<file path="src/rtl/b_lut_rom_arbiter_if.sv">
// b_lut_rom_arbiter_if: requester/ROM bundle between filter stages, arbiter and B_LUT ROM wrapper
interface b_lut_rom_arbiter_if #(
  parameter int NUM_REQ = 4,
  parameter int ADDR_WIDTH = 10,
  parameter int DATA_WIDTH = 32
);
  logic en;
  logic [NUM_REQ-1:0] req;
  logic [NUM_REQ*ADDR_WIDTH-1:0] req_addr;
  logic [NUM_REQ-1:0] gnt;
  logic [NUM_REQ-1:0] rsp_valid;
  logic [DATA_WIDTH-1:0] rsp_data;
  logic busy;
  logic [ADDR_WIDTH-1:0] rom_addr;
  logic rom_clk_en;
  logic rom_rd_oce;
  logic [DATA_WIDTH-1:0] rom_rd_data;
  modport master (
    output en, req, req_addr, rom_rd_data,
    input gnt, rsp_valid, rsp_data, busy, rom_addr, rom_clk_en, rom_rd_oce
  );
  modport slave (
    input en, req, req_addr, rom_rd_data,
    output gnt, rsp_valid, rsp_data, busy, rom_addr, rom_clk_en, rom_rd_oce
  );
endinterface

</file>
<file path="src/rtl/b_lut_rom_arbiter.sv">
// b_lut_rom_arbiter: round-robin sharing of the single-port B_LUT ROM with tags tracking each read to its requester
module b_lut_rom_arbiter #(
  parameter int NUM_REQ = 4,
  parameter int ADDR_WIDTH = 10,
  parameter int DATA_WIDTH = 32,
  parameter int RD_LATENCY = 1
) (
  input logic clk,
  input logic rst,
  b_lut_rom_arbiter_if.slave bus
);
  localparam int PW = $clog2(NUM_REQ);
  localparam logic [PW:0] NR = NUM_REQ[PW:0];
  logic [PW-1:0] ptr_q, ptr_d, off, win;
  logic [PW:0] sum, nxt;
  logic found;
  logic [NUM_REQ-1:0] act, gnt;
  logic [2*NUM_REQ-1:0] rot;
  logic [RD_LATENCY-1:0][NUM_REQ-1:0] tag_q, tag_d;
  assign act = bus.req & {NUM_REQ{bus.en & ~rst}};
  assign rot = {act, act} >> ptr_q;
  // pick the first active request at or above ptr, wrapping; advance ptr past the winner
  always_comb begin
    off = '0;
    found = 1'b0;
    for (int k = NUM_REQ - 1; k >= 0; k--) begin
      if (rot[k]) begin
        off = PW'(k);
        found = 1'b1;
      end
    end
    sum = {1'b0, ptr_q} + {1'b0, off};
    win = sum >= NR ? PW'(sum - NR) : sum[PW-1:0];
    nxt = {1'b0, win} + 1'b1;
    gnt = found ? {{(NUM_REQ-1){1'b0}}, 1'b1} << win : '0;
    ptr_d = found ? (nxt == NR ? '0 : nxt[PW-1:0]) : ptr_q;
    tag_d = tag_q << NUM_REQ;
    tag_d[0] = gnt;
  end
  // pointer and tag pipeline; reset drops every in-flight tag at once
  always_ff @(posedge clk or posedge rst) begin
    if (rst) begin
      ptr_q <= '0;
      tag_q <= '0;
    end else begin
      ptr_q <= ptr_d;
      tag_q <= tag_d;
    end
  end
  assign bus.gnt = gnt;
  assign bus.rom_addr = found ? bus.req_addr[win*ADDR_WIDTH +: ADDR_WIDTH] : '0;
  assign bus.rsp_valid = tag_q[RD_LATENCY-1];
  assign bus.rsp_data = bus.rom_rd_data[DATA_WIDTH-1:0];
  assign bus.busy = |tag_q;
  assign bus.rom_clk_en = found | (|tag_q);
  assign bus.rom_rd_oce = (RD_LATENCY > 1) && (|tag_q[0]);
endmodule
</file>
<file path="src/flat_wrapper.sv">
// flat-port wrapper written by rule: the top's interface ports become plain ports
module b_lut_rom_arbiter_flat 
#(
  parameter int NUM_REQ = 4,
  parameter int ADDR_WIDTH = 10,
  parameter int DATA_WIDTH = 32,
  parameter int RD_LATENCY = 1
)
  (clk, rst, bus_en, bus_req, bus_req_addr, bus_rom_rd_data, bus_gnt, bus_rsp_valid, bus_rsp_data, bus_busy, bus_rom_addr, bus_rom_clk_en, bus_rom_rd_oce);
  b_lut_rom_arbiter_if #(.NUM_REQ(NUM_REQ), .ADDR_WIDTH(ADDR_WIDTH), .DATA_WIDTH(DATA_WIDTH)) bus_i ();
  input logic clk;
  input logic rst;
  input wire logic [$bits(bus_i.en)-1:0] bus_en;
  input wire logic [$bits(bus_i.req)-1:0] bus_req;
  input wire logic [$bits(bus_i.req_addr)-1:0] bus_req_addr;
  input wire logic [$bits(bus_i.rom_rd_data)-1:0] bus_rom_rd_data;
  output wire logic [$bits(bus_i.gnt)-1:0] bus_gnt;
  output wire logic [$bits(bus_i.rsp_valid)-1:0] bus_rsp_valid;
  output wire logic [$bits(bus_i.rsp_data)-1:0] bus_rsp_data;
  output wire logic [$bits(bus_i.busy)-1:0] bus_busy;
  output wire logic [$bits(bus_i.rom_addr)-1:0] bus_rom_addr;
  output wire logic [$bits(bus_i.rom_clk_en)-1:0] bus_rom_clk_en;
  output wire logic [$bits(bus_i.rom_rd_oce)-1:0] bus_rom_rd_oce;
  assign bus_i.en = bus_en;
  assign bus_i.req = bus_req;
  assign bus_i.req_addr = bus_req_addr;
  assign bus_i.rom_rd_data = bus_rom_rd_data;
  assign bus_gnt = bus_i.gnt;
  assign bus_rsp_valid = bus_i.rsp_valid;
  assign bus_rsp_data = bus_i.rsp_data;
  assign bus_busy = bus_i.busy;
  assign bus_rom_addr = bus_i.rom_addr;
  assign bus_rom_clk_en = bus_i.rom_clk_en;
  assign bus_rom_rd_oce = bus_i.rom_rd_oce;
  b_lut_rom_arbiter #(.NUM_REQ(NUM_REQ), .ADDR_WIDTH(ADDR_WIDTH), .DATA_WIDTH(DATA_WIDTH), .RD_LATENCY(RD_LATENCY)) u_core (.clk(clk), .rst(rst), .bus(bus_i));
endmodule
</file>
<file path="config.mk">
export PLATFORM = sky130hd
export DESIGN_NAME = b_lut_rom_arbiter_flat
export DESIGN_NICKNAME = d
export VERILOG_FILES = /design/src/rtl/b_lut_rom_arbiter_if.sv /design/src/rtl/b_lut_rom_arbiter.sv /design/src/flat_wrapper.sv
export SDC_FILE = /design/constraint.sdc
export NUM_CORES = 1
export LEC_CHECK = 0
export BUFFER_PORTS_ARGS = -buffer_cell sky130_fd_sc_hd__buf_4
export CELL_PAD_IN_SITES_DETAIL_PLACEMENT = 1
export CELL_PAD_IN_SITES_GLOBAL_PLACEMENT = 2
export CORE_MARGIN = 2
export CORE_UTILIZATION = 19
export CTS_CLUSTER_SIZE = 25
export DETAILED_ROUTE_END_ITERATION = 7
export HOLD_SLACK_MARGIN = 0.15
export PLACE_DENSITY_LB_ADDON = 0.05
export RECOVER_POWER = 25
export SKIP_CTS_REPAIR_TIMING = 1
export SYNTH_ARGS = -nofsm -noshare
export SYNTH_HDL_FRONTEND = slang
export SYNTH_SLANG_ARGS = --single-unit
</file>
<file path="constraint.sdc">
create_clock -name clk -period 6.4 [get_ports clk]
set_clock_uncertainty 0.1 [all_clocks]
set_input_delay 1.28 -clock clk [delete_from_list [all_inputs] [get_ports clk]]
set_output_delay 1.28 -clock clk [all_outputs]
set_load 0.05 [all_outputs]
</file>
=== After elaboration in Yosys (flattened, before gate mapping) ===
Index checks and enable logic that the tools add are counted.

* Output and inout bits: 53
* Bits of input ports: 79
* Flip-flop bits (word level): 6

* Magnitude comparators: 1
* Shift-type cells: 3
* Multipliers: 1
* Equality and inequality tests: 1
* Add/subtract/negate cells: 3
* Bitwise operators: 4
* Reductions and logical operators: 1
* Mux-type cells: 12

{| class="wikitable"
|+ Operators with widths
! operator !! number
|-
| $shiftx 40x7->10 || 1
|-
| $mux 2 || 6
|-
| $mux 10 || 1
|-
| $shr 8x2->4 || 1
|-
| $mul 2x3->5 const B || 1
|-
| $and 4x4->4 || 1
|-
| $mux 1 || 4
|-
| $mux 4 || 1
|-
| $reduce_or 4->1 || 1
|-
| $shl 1x2->4 const A || 1
|-
| $add 2x1->3 const B || 1
|-
| $add 2x2->3 || 1
|-
| $eq 3x3->1 const B || 1
|-
| $ge 3x3->1 const B || 1
|-
| $sub 2x1->2 const B || 1
|-
| $and 1x1->1 || 1
|-
| $not 1->1 || 1
|-
| $or 1x1->1 || 1
|}

=== Longest topological paths before layout ===
Gate-level depths: netlist of run 1.

* Depth in word-level cells: 14
* Mapped depth: 13
* Gate-level depth less buffers: 10

=== Worst setup path after synthesis of run 1 ===
No wires, ideal clock.

* Path kind: input to output
* Start point: input port rst
* End point: output port bus_gnt[2]
* Slack: 1.216 ns
* Buffers on the path: 2
* Stages: 9
* Data arrival time: 3.804 ns
* Cells stage by stage: nand2b_1 -> a31oi_1 -> o21ai_0 -> a211oi_1 -> ha_1 -> buf_2 -> clkbuf_1 -> nand3_1 -> a211oi_1

* Cells in the longest elaborated chain, start to end: 13
* Elaborated cells between the ends (all ways): 18
* Those cells by class: add/sub (2); order compare (1); shift (2); mux (10); bitwise (3)

{| class="wikitable"
|+ RTL lines
! item !! line !! RTL
|-
| start, declared || flat_wrapper.sv:12 || <nowiki>input logic rst;</nowiki>
|-
| $not 1->1 * || b_lut_rom_arbiter.sv:20 || <nowiki>assign act = bus.req & {NUM_REQ{bus.en & ~rst}};</nowiki>
|-
| $and 1x1->1 * || b_lut_rom_arbiter.sv:20 ||
|-
| $and 4x4->4 * || b_lut_rom_arbiter.sv:20 ||
|-
| $shr 8x2->4 * || b_lut_rom_arbiter.sv:21 || <nowiki>assign rot = {act, act} >> ptr_q;</nowiki>
|-
| $mux 2 (4 in series) || b_lut_rom_arbiter.sv:27 || <nowiki>if (rot[k]) begin</nowiki>
|-
| $add 2x2->3 || b_lut_rom_arbiter.sv:32 || <nowiki>sum = {1'b0, ptr_q} + {1'b0, off};</nowiki>
|-
| $ge 3x3->1 / $sub 2x1->2 (equally long branches) || b_lut_rom_arbiter.sv:33 || <nowiki>win = sum >= NR ? PW'(sum - NR) : sum[PW-1:0];</nowiki>
|-
| $mux 2 || b_lut_rom_arbiter.sv:33 ||
|-
| $shl 1x2->4 || b_lut_rom_arbiter.sv:35 || <nowiki>gnt = found ? {{(NUM_REQ-1){1'b0}}, 1'b1} << win : '0;</nowiki>
|-
| $mux 4 * || b_lut_rom_arbiter.sv:35 ||
|-
| end, declared || flat_wrapper.sv:17 || <nowiki>output wire logic [$bits(bus_i.gnt)-1:0] bus_gnt;</nowiki>
|}

Mark *: on every way between the ends. The rest lies on a longest branch, timed or not.

=== Worst setup path after layout of run 1 ===
* Start point: input port rst
* End point: output port bus_rom_addr[6]

* Cells in the longest elaborated chain, start to end: 14
* Elaborated cells between the ends (all ways): 19
* Those cells by class: add/sub (2); mul (1); order compare (1); shift (2); mux (10); bitwise (3)

{| class="wikitable"
|+ RTL lines
! item !! line !! RTL
|-
| $not 1->1 * || b_lut_rom_arbiter.sv:20 ||
|-
| $and 1x1->1 * || b_lut_rom_arbiter.sv:20 ||
|-
| $and 4x4->4 * || b_lut_rom_arbiter.sv:20 ||
|-
| $shr 8x2->4 * || b_lut_rom_arbiter.sv:21 ||
|-
| $mux 2 (4 in series) || b_lut_rom_arbiter.sv:27 ||
|-
| $add 2x2->3 || b_lut_rom_arbiter.sv:32 ||
|-
| $ge 3x3->1 / $sub 2x1->2 (equally long branches) || b_lut_rom_arbiter.sv:33 ||
|-
| $mux 2 || b_lut_rom_arbiter.sv:33 ||
|-
| $mul 2x3->5 || b_lut_rom_arbiter.sv:51 || <nowiki>assign bus.rom_addr = found ? bus.req_addr[win*ADDR_WIDTH +: ADDR_WIDTH] : '0;</nowiki>
|-
| $shiftx 40x7->10 || b_lut_rom_arbiter.sv:51 ||
|-
| $mux 10 * || b_lut_rom_arbiter.sv:51 ||
|-
| end, declared || flat_wrapper.sv:21 || <nowiki>output wire logic [$bits(bus_i.rom_addr)-1:0] bus_rom_addr;</nowiki>
|}

Marks and branches as above.

==> results of run 1 <==
==> state kept, by name, indices dropped and copies added, names as in the netlist <==
register and cells:
u_core.ptr_q 2, u_core.bus.rsp_valid 4
==> where the power goes <==
group          internal [uW]  total [uW]  switching (uW)
Sequential              46.2        66.5            20.2
Clock                   40.4        56.0            15.6
Combinational            155         421             266
==> final cells by class <==
| type | count | area (um2) |
|---|---|---|
| clock buffer | 3 | 41.29 |
| fill | 937 | 5550 |
| inverter | 5 | 21.27 |
| multi-input combinational | 141 | 905.9 |
| sequential | 6 | 150.1 |
| tap | 99 | 123.9 |
| timing repair buffer | 69 | 499.2 |
==> synthesized netlist by cell type (all sizes together) <==
master / n
buf: 45
nor2: 43
mux2i: 21
o211ai: 21
a21oi: 13
dfrtp: 6
inv: 5
nand2: 5
nand3: 4
a211oi: 3
clkbuf: 3
nand2b: 3
o21ai: 3
a211o: 2
a21o: 2
ha: 2
nor2b: 2
o21bai: 2
or2: 2
a22oi: 1
a31o: 1
a31oi: 1
a41oi: 1
and2: 1
and2b: 1
conb: 1
mux2: 1
nor4: 1
o2bb2ai: 1
o31ai: 1
or2b: 1
or4: 1
==> per-stage QoR <==
step / cells / setup WS (ns) / instance area, um2 / utilization [%] / hold slack, ns
2_1_floorplan: 200 / 1.216 / 1431 / - / 0.5018
3_3_place_gp: 320 / 0.8702 / 1719 / 23.58 / 0.6642
3_5_place_dp: 320 / 0.7806 / 1719 / 23.58 / 0.6739
4_1_cts: 323 / 0.7552 / 1760 / 24.14 / 0.6883
5_1_grt: 323 / 0.5073 / 1742 / 23.88 / 0.7524
6_report: 323 / 0.8737 / 1742 / 23.88 / 0.6868
==> cells by family (layout without fill, tap and decap cells) <==
logic type      after synthesis  after routing  synth area share [%]
compound gates               52             52                 26.14
flops                         6              6                 10.49
simple gates                 64             64                 19.67
fa+ha+maj                     2              2                 1.748
mux                          22             22                 15.47
buf+inv                      53             77                 26.22
other cells                   1              1                0.2620
==> how the worst max path moves through the flow <==
stage                       to  slack, ns
2_1_floorplan       bus_gnt[2]       1.22
3_3_place_gp   bus_rom_addr[3]       0.87
3_5_place_dp   bus_rom_addr[2]       0.78
4_1_cts        bus_rom_addr[2]       0.76
5_1_grt        bus_rom_addr[3]       0.51
6_report       bus_rom_addr[6]       0.87
==> critical path: stages <==
cell,delay [ns]
clkbuf_1,0.09
nand2b_1,0.15
buf_4,0.20
a31oi_1,0.14
o21ai_0,0.09
a211oi_1,0.25
ha_1,0.93
mux2i_1,0.26
nor2_1,0.15
o211ai_1,0.11
a21oi_1,0.25
buf_4,0.23
==> per-layer routing <==
layer,vias to the layer above,GRT usage [%]
met3,22,3.255
met5,-,0
li1,717,-
met2,59,23.38
met4,0,3.914
met1,704,14.75
==> results.json, run 1 <==
{
  "status": "finished, final reports clean",
  "nets": 307,
  "place.gp.congestion": 0.7577,
  "drt_first_pass_iters": 4,
  "drive_above_1_share_pct": 33.48,
  "synthCells": 200,
  "die-area_um2": 8244,
  "power_density_nw_per_um2": 312.1,
  "p_leak_uw": 0.0008213,
  "grt_pass1_wl_um": 8756,
  "synth_area_leader_cell": "buf_4",
  "hold_start": "u_core.ptr_q[1]",
  "syn_to_final_growth_pct": 21.68,
  "clockBufferDepth": 2,
  "wl_per_cell_um": 17.08,
  "path_class": "in2out",
  "ys_types": 37,
  "hold_class": "reg2reg",
  "clock-sinks": 6,
  "r2r_cells": 7,
  "min_period_ns": 5.526,
  "gr-total-overflow": 0,
  "start_kind": "primary input",
  "met3_length_um": 395,
  "syn-cell-area_um2": 1431,
  "grt_pass1_vias": 1634,
  "die_h_um": 90.80,
  "cts_root_buf": "clkbuf_8",
  "netlist_top_cells_area": "buf_4, mux2i_1, nor2_1",
  "slew_violations": 0,
  "cp-end-kind": "output port",
  "syn_area_per_cell_um2": 7.157,
  "highest_layer": "met4",
  "crit_fanout": 21,
  "ir_drop_uv": 63.82,
  "setup_viol": 0,
  "r2r_slack_ns": 3.16,
  "num_rows": 31,
  "period_share_pct": 86.35,
  "ys_seq_area_share_pct": 10.49,
  "holdPathEnd": "u_core.ptr_q[1]",
  "antenna_found_initial": 0,
  "worst_r2r_startpoint": "u_core.ptr_q[0]",
  "ys.warnings.count": 0,
  "worst_ep_required_time_ns": 5.02,
  "tritoncts": "done",
  "grt_max_degree": 25,
  "critical_path_arrival_ns": 4.15,
  "worst_pin_slew_ns": 1.210,
  "antenna_left": 0,
  "min_delay_path_depth": 1,
  "fp.coreArea_um2": 7292,
  "power_uw": 543.5,
  "htreeDepth": 1,
  "ios": 132,
  "crit_start": "rst",
  "syn-num-nets": 281,
  "dr_wl_met2_um": 2822,
  "layout_commonest_cell": "buf_4",
  "max_cap_violations": 0,
  "timing.setup.tns_ns": 0,
  "numPortBuffers": 66,
  "numCtsBuffers": 3,
  "slew_headroom_pct": 18.83,
  "start_util_pct": 19.63,
  "r2r_end": "u_core.ptr_q[1]",
  "wl_um": 5518,
  "routed_via_density": 4.650,
  "clk_pin_slew_ns": 0.04,
  "vias": 1502,
  "diodes": 0,
  "layout_common_cells": "buf_4, nor2_1, mux2i_1, o211ai_1, a21oi_1",
  "met1Wirelength_um": 2203,
  "rsz0062_at_grt": "false",
  "drc_errors": 0,
  "synth-seq-cells": 6,
  "final_hold_viol_count": 0,
  "die_x_um": 90.80,
  "clkLatencyLatePin_ns": 0.22,
  "drt_iter0_drc": 31,
  "fmax_mhz": 181.0,
  "post-dp-hpwl_um": 4121,
  "synth_top_area_share_pct": 19.41,
  "grt_usage_pct": 12.88
}
No activity file was read; power rests on OpenSTA's default activity.
==> run 2, diff against run 1 <==
--- a/config.mk
+++ b/config.mk
@@ -16,4 +16,5 @@
 export PLACE_DENSITY_LB_ADDON = 0.05
 export RECOVER_POWER = 25
+export REMOVE_ABC_BUFFERS = 1
 export SKIP_CTS_REPAIR_TIMING = 1
 export SYNTH_ARGS = -nofsm -noshare
==> constraint.sdc (replaced) <==
create_clock -name clk -period 6.4 [get_ports clk]
set_clock_uncertainty 0.1 [all_clocks]
set_input_delay 1.6 -clock clk [delete_from_list [all_inputs] [get_ports clk]]
set_output_delay 1.6 -clock clk [all_outputs]
set_load 0.05 [all_outputs]
==> results.json, run 2 (synthesis gave the netlist of run 1 again) <==
{
  "die-area_um2": 8244,
  "r2r_cells": 9,
  "grt_pass1_wl_um": 9556,
  "die_h_um": 90.80,
  "numCtsBuffers": 3,
  "final_hold_viol_count": 0,
  "clockBufferDepth": 2,
  "p_seq_share_pct": 12.2,
  "worst_pin_slew_ns": 0.6777,
  "path_cells": "clkbuf_1 > nand2b_1 > buf_4 > a31oi_1 > o21ai_0 > a211oi_1 > ha_1 > buf_4 > mux2i_1 > nor2_1 > o211ai_1 > a21oi_1 > buf_4",
  "cts_root_buf": "clkbuf_8",
  "slew_headroom_pct": 54.82,
  "min_delay_path_depth": 2,
  "tritoncts": "done",
  "num_rows": 31,
  "intPower_uw": 244.6,
  "drt_iter0_drc": 37,
  "hold_class": "reg2reg",
  "grt_max_degree": 25,
  "wl_um": 6077,
  "htreeDepth": 1,
  "cp_common_cell": "buf_4",
  "critical_path.slowest_cell": "ha_1",
  "dr_wl_met2_um": 2640,
  "drt_first_pass_iters": 4,
  "slew_violations": 0,
  "clkLatencyLatePin_ns": 0.22,
  "ios": 132,
  "antenna_left": 0,
  "place.gp.congestion": 0.7997,
  "clock-sinks": 6,
  "slowest_delay_ns": 0.28,
  "cp-end-kind": "output port",
  "min_period_ns": 5.557,
  "start_kind": "primary input",
  "met1Wirelength_um": 2551,
  "grt_usage_pct": 14.63,
  "power_density_nw_per_um2": 304.1,
  "clk_pin_slew_ns": 0.03,
  "worst_ep_required_time_ns": 4.70,
  "largest_reg_flops": 4,
  "timing.setup.tns_ns": 0,
  "crit_fanout": 15,
  "fp.coreArea_um2": 7292,
  "diodes": 0,
  "fin_hold_ws_ns": 0.6798,
  "routed_via_density": 4.725,
  "drc_errors": 0,
  "start_util_pct": 19.63,
  "post-dp-hpwl_um": 4711,
  "power_uw": 537.6,
  "dp.cells": 324,
  "antenna_found_initial": 0,
  "layout_common_cells": "buf_4, nor2_1, mux2i_1, o211ai_1, a21oi_1",
  "grt_pass1_vias": 1680,
  "rsz0062_at_grt": "false",
  "p_comb_share_pct": 77.6,
  "p_sw_uw": 293.1,
  "critical_path_arrival_ns": 3.86,
  "status": "finished, final reports clean",
  "met3_length_um": 794,
  "max_cap_violations": 0,
  "p_sw_share_pct": 54.51,
  "numPortBuffers": 66,
  "highest_layer": "met5",
  "place_area_um2": 1749,
  "wl_per_cell_um": 18.58,
  "gr-total-overflow": 0,
  "vias": 1545,
  "setup_viol": 0,
  "finalInstanceArea_um2": 1768,
  "die_x_um": 90.80,
  "path_class": "in2out",
  "layout_commonest_cell": "buf_4",
  "period_share_pct": 86.83,
  "p_leak_uw": 0.0008354,
  "ir_drop_uv": 58.11,
  "fmax_mhz": 179.9,
  "nets": 311,
  "power_frac_clock_pct": 10.2,
  "syn_to_final_growth_pct": 23.51,
  "instances_no_fill": 327,
  "drive_above_1_share_pct": 34.21
}
-- run 2: cell count changes in the layout (fill, tap and decap cells not counted), sizes merged --
cell    delta
buf        +3
clkbuf     +1
-- run 2: path summary, 6_finish.rpt --
path	slack [ns]	start	endpoint
worst max-delay path	0.84	rst	bus_rom_addr[0]
worst min-delay path	0.68	u_core.ptr_q[0]	u_core.ptr_q[0]
worst max register to register	3.57	u_core.ptr_q[0]	u_core.ptr_q[1]
worst min register to register	0.68	u_core.ptr_q[0]	u_core.ptr_q[0]
max in group asynchronous	4.81	rst	u_core.bus.rsp_valid[0]
min in group asynchronous	1.20	rst	u_core.bus.rsp_valid[3]
-- run 2: layout make-up --
| type | count | area [um2] |
|---|---|---|
| flip-flops and latches | 6 | 150.1 |
| well taps | 99 | 123.9 |
| multi-input cells | 141 | 905.9 |
| clock buffers | 3 | 41.29 |
| repair buffers | 73 | 525.5 |
| inverters | 5 | 21.27 |
| fillers | 931 | 5524 |
-- run 2: metal layers --
layer / global-route usage [%] / up-vias
met5: 8.974 / -
met4: 1.768 / 2
met3: 9.015 / 4
met2: 21.39 / 87
met1: 18.10 / 731
li1: - / 721
-- run 2: power by group through the flow --
stage	Clock, uW	Sequential, uW	Combinational (uW)
floorplan	0	70.4	285
global placement	0	66.1	425
detailed placement	0	66.1	434
CTS	56.3	66.0	435
global route	62.0	68.2	462
finish	55.1	65.5	417
-- run 2: per-stage QoR --
step	utilization (%)	worst slack, ns
2_1_floorplan	-	0.2402
3_3_place_gp	23.99	0.8237
3_5_place_dp	23.99	0.7889
4_1_cts	24.55	0.7627
5_1_grt	24.25	0.5788
6_report	24.25	0.8426
-- run 2: worst max-delay path, delay by kind of cell --
family,cells,cell delay [ns]
compound gates,5,0.82
buf+inv,4,0.74
fa+ha+maj,1,0.28
mux,1,0.16
simple gates,2,0.26
